File: config.mk
export PLATFORM = sky130hd
export DESIGN_NAME = usr_frame_rx
export DESIGN_NICKNAME = d
export VERILOG_FILES = /design/src/rtl/usr_pkg.sv /design/src/rtl/rx_shift_core.sv /design/src/rtl/usr_frame_rx.sv
export SDC_FILE = /design/constraint.sdc
export NUM_CORES = 1
export LEC_CHECK = 0
export BUFFER_PORTS_ARGS = -buffer_cell sky130_fd_sc_hd__buf_4
export CELL_PAD_IN_SITES_DETAIL_PLACEMENT = 1
export CELL_PAD_IN_SITES_GLOBAL_PLACEMENT = 2
export CORE_AREA = 2 2 47 57
export CTS_BUF_LIST = sky130_fd_sc_hd__clkbuf_2
export CTS_CLUSTER_DIAMETER = 100
export DETAILED_ROUTE_END_ITERATION = 16
export DIE_AREA = 0 0 49 59
export GPL_ROUTABILITY_DRIVEN = 1
export PLACE_DENSITY = 0.77
export SYNTH_ARGS = -nofsm -noshare
export SYNTH_HDL_FRONTEND = slang
export SYNTH_SLANG_ARGS = --single-unit
File: constraint.sdc
create_clock -name clk -period 1.5 [get_ports clk]
set_input_delay 0.3 -clock clk [delete_from_list [all_inputs] [get_ports clk]]
set_output_delay 0.3 -clock clk [all_outputs]
set_load 0.02 [all_outputs]
File: src/rtl/usr_pkg.sv
// Shared types and constants for the usr serial frame receiver.
// Optional parity support is selected by the USR_RX_PARITY_EN macro in the consuming files.
package usr_pkg;

  typedef enum logic [1:0] {
    ST_IDLE   = 2'd0,
    ST_DATA   = 2'd1,
    ST_PARITY = 2'd2,
    ST_STOP   = 2'd3
  } rx_state_e;

  localparam int unsigned USR_DEFAULT_WIDTH = 4;
  localparam logic        LINE_IDLE         = 1'b1;
  localparam logic        START_BIT         = 1'b0;

endpackage

File: src/rtl/rx_shift_core.sv
// Direction-selectable deserialising shift register plus data-bit counter
// with a flag marking the last data bit of a frame.
module rx_shift_core
  import usr_pkg::*;
#(
  parameter int unsigned WIDTH = USR_DEFAULT_WIDTH
) (
  input  logic             clk,
  input  logic             reset,
  input  logic             clear,
  input  logic             shift_en,
  input  logic             lsb_first,
  input  logic             bit_in,
  output logic [WIDTH-1:0] data,
  output logic             last_bit
);

  localparam int unsigned CW = $clog2(WIDTH + 1);

  logic [WIDTH-1:0] shreg_q, shreg_d;
  logic [CW-1:0]    cnt_q, cnt_d;

  assign data     = shreg_q;
  assign last_bit = (cnt_q == CW'(WIDTH - 1));

  // LSB-first fills from the top so the first bit ends up in bit 0.
  always_comb begin
    shreg_d = shreg_q;
    cnt_d   = cnt_q;
    if (clear) begin
      shreg_d = '0;
      cnt_d   = '0;
    end else if (shift_en) begin
      if (lsb_first) begin
        shreg_d = {bit_in, shreg_q[WIDTH-1:1]};
      end else begin
        shreg_d = {shreg_q[WIDTH-2:0], bit_in};
      end
      cnt_d = last_bit ? '0 : cnt_q + CW'(1);
    end
  end

  always_ff @(posedge clk) begin
    if (reset) begin
      shreg_q <= '0;
      cnt_q   <= '0;
    end else begin
      shreg_q <= shreg_d;
      cnt_q   <= cnt_d;
    end
  end

endmodule

File: src/rtl/usr_frame_rx.sv
// Serial frame receiver: start/data/[parity]/stop FSM, frame checks and a one-entry
// valid/ready output register. Define USR_RX_PARITY_EN to add an even-parity bit.
module usr_frame_rx
  import usr_pkg::*;
#(
  parameter int unsigned WIDTH = USR_DEFAULT_WIDTH
) (
  input  logic             clk,
  input  logic             reset,
  input  logic             serial_in,
  input  logic             bit_valid,
  input  logic             lsb_first,
  input  logic             out_ready,
  output logic [WIDTH-1:0] parallel_data,
  output logic             out_valid,
  output logic             frame_err,
  output logic             parity_err,
  output logic             overrun
);

  rx_state_e        state_q, state_d;
  logic             lsb_first_q, lsb_first_d;
  logic [WIDTH-1:0] out_data_q, out_data_d;
  logic             out_valid_q, out_valid_d;
  logic             frame_err_q, frame_err_d;
  logic             parity_err_q, parity_err_d;
  logic             overrun_q, overrun_d;
  logic             parity_bad;

  logic             sr_clear;
  logic             sr_shift;
  logic [WIDTH-1:0] sr_data;
  logic             sr_last;

  rx_shift_core #(.WIDTH(WIDTH)) u_core (
    .clk      (clk),
    .reset    (reset),
    .clear    (sr_clear),
    .shift_en (sr_shift),
    .lsb_first(lsb_first_q),
    .bit_in   (serial_in),
    .data     (sr_data),
    .last_bit (sr_last)
  );

`ifdef USR_RX_PARITY_EN
  logic parity_bit_q, parity_bit_d;

  always_ff @(posedge clk) begin
    if (reset) begin
      parity_bit_q <= 1'b0;
    end else begin
      parity_bit_q <= parity_bit_d;
    end
  end

  assign parity_bad = (^sr_data) ^ parity_bit_q;
`else
  assign parity_bad = 1'b0;
`endif

  always_comb begin
    state_d      = state_q;
    lsb_first_d  = lsb_first_q;
    out_data_d   = out_data_q;
    out_valid_d  = out_valid_q & ~out_ready;
    frame_err_d  = 1'b0;
    parity_err_d = 1'b0;
    overrun_d    = 1'b0;
    sr_clear     = 1'b0;
    sr_shift     = 1'b0;
`ifdef USR_RX_PARITY_EN
    parity_bit_d = parity_bit_q;
`endif
    case (state_q)
      ST_IDLE: begin
        if (bit_valid && (serial_in == START_BIT)) begin
          state_d     = ST_DATA;
          lsb_first_d = lsb_first;
          sr_clear    = 1'b1;
        end
      end
      ST_DATA: begin
        if (bit_valid) begin
          sr_shift = 1'b1;
          if (sr_last) begin
`ifdef USR_RX_PARITY_EN
            state_d = ST_PARITY;
`else
            state_d = ST_STOP;
`endif
          end
        end
      end
      ST_PARITY: begin
`ifdef USR_RX_PARITY_EN
        if (bit_valid) begin
          parity_bit_d = serial_in;
          state_d      = ST_STOP;
        end
`else
        state_d = ST_IDLE;
`endif
      end
      ST_STOP: begin
        // Checks are prioritised: framing, then parity, then output occupancy.
        if (bit_valid) begin
          state_d = ST_IDLE;
          if (serial_in != LINE_IDLE) begin
            frame_err_d = 1'b1;
          end else if (parity_bad) begin
            parity_err_d = 1'b1;
          end else if (out_valid_q && !out_ready) begin
            overrun_d = 1'b1;
          end else begin
            out_data_d  = sr_data;
            out_valid_d = 1'b1;
          end
        end
      end
      default: begin
        state_d = ST_IDLE;
      end
    endcase
  end

  always_ff @(posedge clk) begin
    if (reset) begin
      state_q      <= ST_IDLE;
      lsb_first_q  <= 1'b0;
      out_data_q   <= '0;
      out_valid_q  <= 1'b0;
      frame_err_q  <= 1'b0;
      parity_err_q <= 1'b0;
      overrun_q    <= 1'b0;
    end else begin
      state_q      <= state_d;
      lsb_first_q  <= lsb_first_d;
      out_data_q   <= out_data_d;
      out_valid_q  <= out_valid_d;
      frame_err_q  <= frame_err_d;
      parity_err_q <= parity_err_d;
      overrun_q    <= overrun_d;
    end
  end

  assign parallel_data = out_data_q;
  assign out_valid     = out_valid_q;
  assign frame_err     = frame_err_q;
  assign parity_err    = parity_err_q;
  assign overrun       = overrun_q;

endmodule

==> run metrics <==
Setup crit start kind flip-flop; CTS root buf clkbuf_2; Crit Path Class reg2reg; H-tree levels 1; clock buffer depth 2; Die ar. 2891 um^2; CP required 1.70 ns; final wirelength 1415 um; FMAX 798.2 MHz; maximum VDD drop 0.3937 mV; Hold-fix buffers, CTS 0; crit path DAT 1.45 ns; Final Max Slew Viols 0; via count 543; CTS resizes 0; hpwl dp 1087 um; Post-Route Utilization 39.34%; largest net degree at the start of global routing 16; Worst-path clk slew 0.16 ns; Routed Antenna Nets 0; fill count 289; final setup skew 0.0004536 ns; Sequential Area 340.3 um^2; number of iterations in the first detailed-routing pass 2; min Tclk post-route 1.253 ns; area leader, netlist dfxtp_1; status completed; CTS tree yes; Hold Vio Cnt, Final 0; Max Cap Viol 0; Syn Area/Cell 10.38 um^2; routability cong. 0.7069; synthesized netlist cell count 75; DIE HEIGHT 59 um; Setup violations, final 0; leading post-synthesis cells by cell area dfxtp_1 (44%), mux2i_1 (13%), nand2b_1 (8.8%), a211oi_2 (8.0%), nor2_1 (3.4%); residual DRC count 0; grt total ovfl 0; CP Capture Type flip-flop; Yosys reg bits 17; Synth top area share 43.73%; Nets 96; area occupied by multi-input gates 387.9 um^2; gr usage total 11.15%; hold_ws 0.2058 ns; row count 19; P_leak 0.3314 nW; global-route wire length before repair 2415 um; Syn Nets 82; Post-Syn Area 778.2 um^2; Detailed Route Iter0 Violations 4; initial antenna violation count 0; Via density 4.563; Crit Path Max Fanout 7; Cell variety after synth 24; RSZ-0062 raised after global routing false; vias in the first global route 552; layout cells sized above 1 29.55%; post-DR wirelength/cell 11.89 um; Starting Density 33.75%; Top-Level Pins 14; total power 0.7473 mW; period utilisation layout 83.52%; final setup TNS 0 ns; total clock buffers created by CTS 3; HP Class in2reg; area grow syn2layout 16.56%; synth warn 0; # clock sinks 17; Clk Latency, worst-skew pair 0.29 ns; Post-CTS Repair Setup Buffers 0; register area share after synthesis 43.73%; # diodes 0; # port buffers 12; Core ar. 2306 um^2; Die Span X 49 um; Pwr Density 823.8 nW/um^2
-- area by class of cell --
class                   instances  share of cell area [%]
clock buffers                   3                   1.655
clock inverters                 1                  0.5517
inverters                       2                  0.8276
multi-input cells              50                   42.76
flip-flops and latches         17                   37.52
well taps                      31                   4.276
repair buffers                 15                   12.41
-- per-stage QoR --
stage	std cells	worst slack, ns	area [um^2]
3_3_place_gp	115	0.2716	887.1
6_report	119	0.2472	907.1
3_5_place_dp	115	0.2288	887.1
4_1_cts	119	0.2087	907.1
5_1_grt	119	0.1078	907.1
2_1_floorplan	75	0.4267	778.2
-- final timing paths --
| path | from | to | slack [ns] | depth (start not counted) |
|---|---|---|---|---|
| worst max-delay path | state_q[0] | u_core.cnt_q[1] | 0.25 | 3 |
| worst min-delay path | bit_valid | state_q[0] | 0.21 | 2 |
| worst max register to register | state_q[0] | u_core.cnt_q[1] | 0.25 | 3 |
| worst min register to register | u_core.cnt_q[2] | u_core.cnt_q[2] | 0.47 | 2 |
-- synth_stat cells (all sizes together) --
cell type / count
clkbuf: 3
and3b: 1
nor4b: 1
conb: 1
dfxtp: 17
or2: 1
inv: 2
mux2i: 10
nor2: 7
a21oi: 3
a211oi: 6
nor3b: 1
buf: 3
nand2b: 11
nand4: 1
and4b: 1
nand3b: 1
nor2b: 2
and4bb: 1
ha: 1
nor3: 1
-- critical path, stage by stage (launching register included) --
cell and delay, ns:
dfxtp_1 0.40, nor4b_2 0.33, or2_1 0.35, nor2_1 0.08
-- cell usage in the layout (no fill, tap or decap), drive strengths merged --
cell,n
clkinv,1
nor2,7
nor3b,1
nand2b,11
and4b,1
conb,1
nor4b,1
buf,15
and3b,1
a21oi,3
and4bb,1
dfxtp,17
or2,1
ha,1
nand4,1
mux2i,10
clkbuf,3
nand3b,1
a211oi,6
nor3,1
inv,2
nor2b,2
-- logic make-up (layout without fill, tap and decap cells) --
kind of cell / after synthesis / in the layout / synth area share (%)
and+or+nand+nor: 29 / 29 / 23.96
other: 1 / 1 / 0.4819
buffers and inverters: 8 / 21 / 6.431
adders and majority gates: 1 / 1 / 1.607
AOI/OAI and AO/OA: 9 / 9 / 10.93
DFF: 17 / 17 / 43.73
muxes: 10 / 10 / 12.86
-- registers in the layout (all words and copies together) (netlist names) --
name,count
parallel_data,4
u_core.data,4
u_core.cnt_q,3
state_q,2
frame_err,1
lsb_first_q,1
out_valid,1
overrun,1
-- per-layer routing --
layer / vias up / wire length (um) / global-route usage [%]
met5: - / 0 / 0
met4: 0 / 39 / 8.571
li1: 279 / - / -
met1: 248 / 681 / 12.82
met2: 11 / 654 / 18.20
met3: 5 / 40 / 2.525
-- power breakdown --
part / switching, mW / internal (mW)
sequential: 0.0104 / 0.461
combinational: 0.0352 / 0.0343
clock: 0.146 / 0.0604
Note: power is estimated with default switching activity, not from simulation.
